`src/rtl/exe_muldiv_unit.sv`:
```
// EXE-stage multiply/divide unit: one-cycle registered multiply, restoring radix-2 divider,
// tagged valid/ready result port with flush cancel and zero-divisor early-out.
module exe_muldiv_unit #(
   parameter int XLEN  = 32,
   parameter int TAG_W = 6
) (
   input  logic             clk,
   input  logic             resetn,
   input  logic             in_valid,
   output logic             in_ready,
   input  logic [2:0]       in_op,
   input  logic [XLEN-1:0]  in_src1,
   input  logic [XLEN-1:0]  in_src2,
   input  logic [TAG_W-1:0] in_tag,
   input  logic             flush,
   output logic             out_valid,
   input  logic             out_ready,
   output logic [XLEN-1:0]  out_result,
   output logic [TAG_W-1:0] out_tag,
   output logic             busy
);
   localparam int               CNT_W    = $clog2(XLEN);
   localparam logic [CNT_W-1:0] CNT_LAST = CNT_W'(XLEN - 1);

   localparam logic [2:0] OP_MUL   = 3'd0;
   localparam logic [2:0] OP_MULH  = 3'd1;
   localparam logic [2:0] OP_MULHU = 3'd2;
   localparam logic [2:0] OP_DIV   = 3'd3;
   localparam logic [2:0] OP_DIVU  = 3'd4;
   localparam logic [2:0] OP_MOD   = 3'd5;
   localparam logic [2:0] OP_MODU  = 3'd6;

   typedef enum logic [1:0] {ST_IDLE, ST_MUL, ST_DIV, ST_DONE} state_t;

   function automatic logic [XLEN-1:0] magnitude(input logic [XLEN-1:0] v, input logic is_signed);
      return (is_signed && v[XLEN-1]) ? -v : v;
   endfunction

   function automatic logic [XLEN-1:0] apply_sign(input logic [XLEN-1:0] mag, input logic negate);
      return negate ? -mag : mag;
   endfunction

   state_t           state;
   logic [CNT_W-1:0] cnt;

   logic [2:0]       op_p0;
   logic [XLEN-1:0]  src1_p0;
   logic [XLEN-1:0]  src2_p0;
   logic [TAG_W-1:0] tag_p0;
   logic [XLEN-1:0]  quo_p0;
   logic [XLEN-1:0]  rem_p0;
   logic [XLEN-1:0]  dvs_p0;
   logic             neg_q_p0;
   logic             neg_r_p0;
   logic             is_rem_p0;

   logic             accept;
   logic             in_is_div;
   logic             in_signed;
   logic             in_is_rem;
   logic             in_zero_div;
   logic [XLEN-1:0]  zero_res;

   logic signed [2*XLEN-1:0] mul_a;
   logic signed [2*XLEN-1:0] mul_b;
   logic signed [2*XLEN-1:0] mul_prod;
   logic [XLEN-1:0]          mul_result;

   logic [XLEN:0]   trial;
   logic [XLEN:0]   diff;
   logic            take;
   logic [XLEN-1:0] rem_nxt;
   logic [XLEN-1:0] quo_nxt;
   logic [XLEN-1:0] div_result;

   assign in_ready = ~flush & ((state == ST_IDLE) | ((state == ST_DONE) & out_ready));
   assign accept   = in_valid & in_ready;
   assign busy     = (state != ST_IDLE);

   always_comb begin
      in_is_div   = in_op inside {OP_DIV, OP_DIVU, OP_MOD, OP_MODU};
      in_signed   = (in_op == OP_DIV) || (in_op == OP_MOD);
      in_is_rem   = (in_op == OP_MOD) || (in_op == OP_MODU);
      in_zero_div = (in_src2 == '0);
      zero_res    = in_is_rem ? in_src1 : '1;
   end

   // MUL stage: full-width product of the latched operands, sign-extended only for MULH
   always_comb begin
      if (op_p0 == OP_MULH) begin
         mul_a = $signed({{XLEN{src1_p0[XLEN-1]}}, src1_p0});
         mul_b = $signed({{XLEN{src2_p0[XLEN-1]}}, src2_p0});
      end else begin
         mul_a = $signed({{XLEN{1'b0}}, src1_p0});
         mul_b = $signed({{XLEN{1'b0}}, src2_p0});
      end
      mul_prod = mul_a * mul_b;
      case (op_p0)
         OP_MUL:            mul_result = mul_prod[XLEN-1:0];
         OP_MULH, OP_MULHU: mul_result = mul_prod[2*XLEN-1:XLEN];
         default:           mul_result = '0;
      endcase
   end

   // DIV stage: one restoring step on magnitudes; the dividend shifts out of quo_p0 as quotient bits shift in
   always_comb begin
      trial      = {rem_p0, quo_p0[XLEN-1]};
      diff       = trial - {1'b0, dvs_p0};
      take       = ~diff[XLEN];
      rem_nxt    = take ? diff[XLEN-1:0] : trial[XLEN-1:0];
      quo_nxt    = {quo_p0[XLEN-2:0], take};
      div_result = is_rem_p0 ? apply_sign(rem_nxt, neg_r_p0) : apply_sign(quo_nxt, neg_q_p0);
   end

   always_ff @(posedge clk) begin
      if (!resetn) begin
         state      <= ST_IDLE;
         out_valid  <= 1'b0;
         out_result <= '0;
         out_tag    <= '0;
         cnt        <= '0;
      end else if (flush) begin
         state     <= ST_IDLE;
         out_valid <= 1'b0;
         cnt       <= '0;
      end else begin
         case (state)
            ST_MUL: begin
               state      <= ST_DONE;
               out_valid  <= 1'b1;
               out_result <= mul_result;
               out_tag    <= tag_p0;
            end
            ST_DIV: begin
               cnt <= cnt + 1'b1;
               if (cnt == CNT_LAST) begin
                  state      <= ST_DONE;
                  out_valid  <= 1'b1;
                  out_result <= div_result;
                  out_tag    <= tag_p0;
                  cnt        <= '0;
               end
            end
            ST_DONE: begin
               if (out_ready) begin
                  state     <= ST_IDLE;
                  out_valid <= 1'b0;
               end
            end
            default: ;
         endcase
         // accept is only possible from IDLE or a draining DONE, so it overrides the case above
         if (accept) begin
            if (!in_is_div) begin
               state     <= ST_MUL;
               out_valid <= 1'b0;
            end else if (in_zero_div) begin
               state      <= ST_DONE;
               out_valid  <= 1'b1;
               out_result <= zero_res;
               out_tag    <= in_tag;
            end else begin
               state     <= ST_DIV;
               out_valid <= 1'b0;
               cnt       <= '0;
            end
         end
      end
   end

   always_ff @(posedge clk) begin
      if (accept) begin
         op_p0     <= in_op;
         src1_p0   <= in_src1;
         src2_p0   <= in_src2;
         tag_p0    <= in_tag;
         quo_p0    <= magnitude(in_src1, in_signed);
         rem_p0    <= '0;
         dvs_p0    <= magnitude(in_src2, in_signed);
         neg_q_p0  <= in_signed & (in_src1[XLEN-1] ^ in_src2[XLEN-1]);
         neg_r_p0  <= in_signed & in_src1[XLEN-1];
         is_rem_p0 <= in_is_rem;
      end else if (state == ST_DIV) begin
         quo_p0 <= quo_nxt;
         rem_p0 <= rem_nxt;
      end
   end

endmodule

```
`config.mk`:
```
export PLATFORM = sky130hd
export DESIGN_NAME = exe_muldiv_unit
export DESIGN_NICKNAME = d
export VERILOG_FILES = /design/src/rtl/exe_muldiv_unit.sv
export SDC_FILE = /design/constraint.sdc
export NUM_CORES = 2
export LEC_CHECK = 0
export CAP_MARGIN = 20
export CORE_MARGIN = 5
export CORE_UTILIZATION = 29
export CTS_CLUSTER_SIZE = 25
export DETAILED_ROUTE_END_ITERATION = 10
export PLACE_DENSITY = 0.48
export SLEW_MARGIN = 30
export SYNTH_ARGS = -nofsm -noshare
export SYNTH_HDL_FRONTEND = slang
export SYNTH_SLANG_ARGS = --single-unit
```
`constraint.sdc`:
```
create_clock -name clk -period 14.6 [get_ports clk]
set_clock_uncertainty 0.2 [all_clocks]
set_input_delay 2.92 -clock clk [delete_from_list [all_inputs] [get_ports clk]]
set_output_delay 2.92 -clock clk [all_outputs]
set_load 0.1 [all_outputs]
```
==> impl_metrics.toml <==
[run_status]
status = "completed"

[clocking]
clkSinkCount = 217
cts_tree = "yes"
path_clk_slew_ns = 0.07
htree_num_levels = 1
ctsHoldBuffers = 0
clockBufferDepth = 3
cts_root_buffer = "clkbuf_16"
cts_resized = 0
cts_inserted_buffers = 25
post-cts-setup-buffers = 0
clkLatencyLatePin_ns = 0.58

[routing]
drc = 0
routed-via-count = 47279
viasPerCell = 4.89
wl_mm = 228
ant_nets = 0
drt_pass1_iterations = 8
dr.first_iter.drc_count = 3223
wl_per_cell_um = 23.6

[synth]
async_flop_share_pct = 0
synth_top_family_by_area = "adder cells"
synth-simple-area-share_pct = 14.2
synth_nets = 8748
ys_seq_elements = 217
synth_compound_area_share_pct = 7.99
yosysSeqAreaShare_pct = 9.11
synthXorXnorAreaFrac_pct = 3.45
yosysUniqueCellTypes = 107
muxShareOfSynthArea_pct = 0.686
synth_ff_type = "edfxtp_1"
syn_area_mm2 = 0.0629
synth_edf_count = 139
netlist_instances = 6858
ys_warn_count = 0
avgSynthCellArea_um2 = 9.18
synth_fa_ha_area_share_pct = 53.1

[sta]
fin_crit_ns = 10.99
slew_headroom_pct = 31.3
clock.fmax_mhz = 91.0
worst_pin_slew_ns = 1.03
hold_viol = 0
grt_setup_unrepaired = "no"
setup_tns_ns = 0
setup_viol = 0
hold_ws_ns = 0.271
drv_slew = 0
period_share_pct = 75.2

[global_routing]
grt_overflow = 0
grt_max_degree = 65
antenna_found_initial = 11
grt_pass1_vias = 51355
grt_first_pass_wirelength_mm = 344
grtUsageTotal_pct = 20.4

[finish]
final_layout_size_suffix_gt1_share_pct = 3.22
finalInstanceArea_mm2 = 0.0682
final_common_cell = "inv_1"
layout_common_cells = "inv_1 (1583), fa_1 (1422), nand2_1 (836)"
area_delta_synth_final_pct = 8.31
layout.nets = 8680
fillers = 22918

[flow_run]
maxCapViolations = 0

[placement]
place_area_mm2 = 0.0673
port_buffers = 118
dp.final_hpwl_mm = 189
routabilityCongestion = 0.971

[critical_path]
r2r_end = "out_result[27]$_SDFFE_PN0N_"
crit_top_cell = "fa_1"
crit_path_end_kind = "flop"
required_ns = 14.84
r2r.worst_path.cells = 31
slowest_stage = "fa_1"
critical_path_arrival_ns = 11.23
ff2ff_setup_slack_ns = 3.61
r2r-start = "op_p0[2]$_DFFE_PP_"
start_kind = "flop"
crit_type = "flop to flop"
worstPathMaxFanout = 31
max_stage_delay_ns = 0.93

[worst_hold_path]
hold_path_class = "flop to flop"
holdCritStartpoint = "out_valid$_SDFFE_PP0P_"
min_to = "out_valid$_SDFFE_PP0P_"
hold_depth = 2

[floorplanning]
die-area_mm2 = 0.226
dieHeight_um = 476
initial_utilization_pct = 29.1
core_mm2 = 0.217
io_pins = 119
rows = 171
die_width_um = 476
==> per-layer routing <==
layer	GRT usage, %	up-vias	part of all wire (%)
li1	-	20673	-
met4	4.97	4	3.0
met3	2.31	273	6.0
met5	0	-	0.0096
met2	33.3	1487	46
met1	28.9	24842	45
==> metrics by stage <==
step                std cells  utilization [%]  setup slack [ns]
floorplan                6858                -              5.09
global placement         9617             31.1              3.64
detailed placement       9617             31.1              3.69
CTS                      9663             31.5              3.65
global route             9664             31.5              2.93
finish                   9672             31.5              3.61
==> Yosys cell counts, drive strengths merged (13+ instances only) <==
library cell | count | area share, %
nor2 | 238 | 1.4
nand3 | 57 | 0.45
a21oi | 202 | 1.6
nor4 | 18 | 0.23
clkbuf | 293 | 1.7
fa | 1422 | 45
inv | 1585 | 9.5
nand2b | 28 | 0.28
edfxtp | 139 | 6.6
a31oi | 30 | 0.30
o21bai | 13 | 0.16
nor3 | 58 | 0.46
nor2b | 21 | 0.21
xor2 | 81 | 1.1
buf | 33 | 0.28
a211oi | 44 | 0.55
and2 | 492 | 4.9
or3 | 20 | 0.20
o21ai | 192 | 1.5
nand2 | 838 | 5.0
o211ai | 32 | 0.41
nand4 | 18 | 0.18
a21o | 44 | 0.52
xnor2 | 167 | 2.3
ha | 390 | 7.8
and3 | 22 | 0.23
dfxtp | 78 | 2.5
o21a | 15 | 0.18
o31ai | 38 | 0.47
mux2i | 34 | 0.56
==> sequential cells by signal (all words and copies together), names as in the netlist, 2 cells and up <==
register	cells
src2_p0	32
src1_p0	32
out_tag	6
cnt	5
rem_p0	32
state	2
dvs_p0	31
out_result	32
tag_p0	6
op_p0	3
quo_p0	32
==> worst max-delay path, delay by kind of cell, from the launching register on <==
family / cells / cell delay (ns)
simple gates: 8 / 1.86
fa+ha+maj: 11 / 5.95
flops: 1 / 0.45
buf+inv: 8 / 1.17
compound gates: 4 / 1.21
==> cells by family after synthesis <==
logic type	after synthesis
fa+ha+maj	1816
buf+inv	1914
xor+xnor	248
compound gates	763
simple gates	1859
flops	217
mux	41
==> worst max-delay path by stage <==
stage                        from                          end  slack [ns]  cells after the start
6_report       op_p0[2]$_DFFE_PP_  out_result[27]$_SDFFE_PN0N_        3.61                     31
5_1_grt        op_p0[2]$_DFFE_PP_  out_result[27]$_SDFFE_PN0N_        2.93                     31
4_1_cts        op_p0[1]$_DFFE_PP_  out_result[27]$_SDFFE_PN0N_        3.65                     31
3_5_place_dp   op_p0[1]$_DFFE_PP_  out_result[27]$_SDFFE_PN0N_        3.69                     31
3_3_place_gp   op_p0[1]$_DFFE_PP_  out_result[27]$_SDFFE_PN0N_        3.64                     31
2_1_floorplan  op_p0[1]$_DFFE_PP_  out_result[31]$_SDFFE_PN0N_        5.09                     31
==> layout make-up <==
| cell class | instances | area [µm²] | share of cell area [%] |
|---|---|---|---|
| inverter | 1588 | 5970 | 8.75 |
| timing repair buffer | 231 | 2010 | 2.96 |
| clock buffer | 28 | 637 | 0.934 |
| sequential | 217 | 5740 | 8.41 |
| multi-input combinational | 4727 | 50000 | 73.3 |
| clock inverter | 18 | 229 | 0.336 |
| antenna | 9 | 22.5 | 0.0330 |
| tap | 2854 | 3570 | 5.24 |
Power is left out: the tool's default activity adds up to more than one toggle a clock period on the data nets, which glitch-free logic cannot reach.
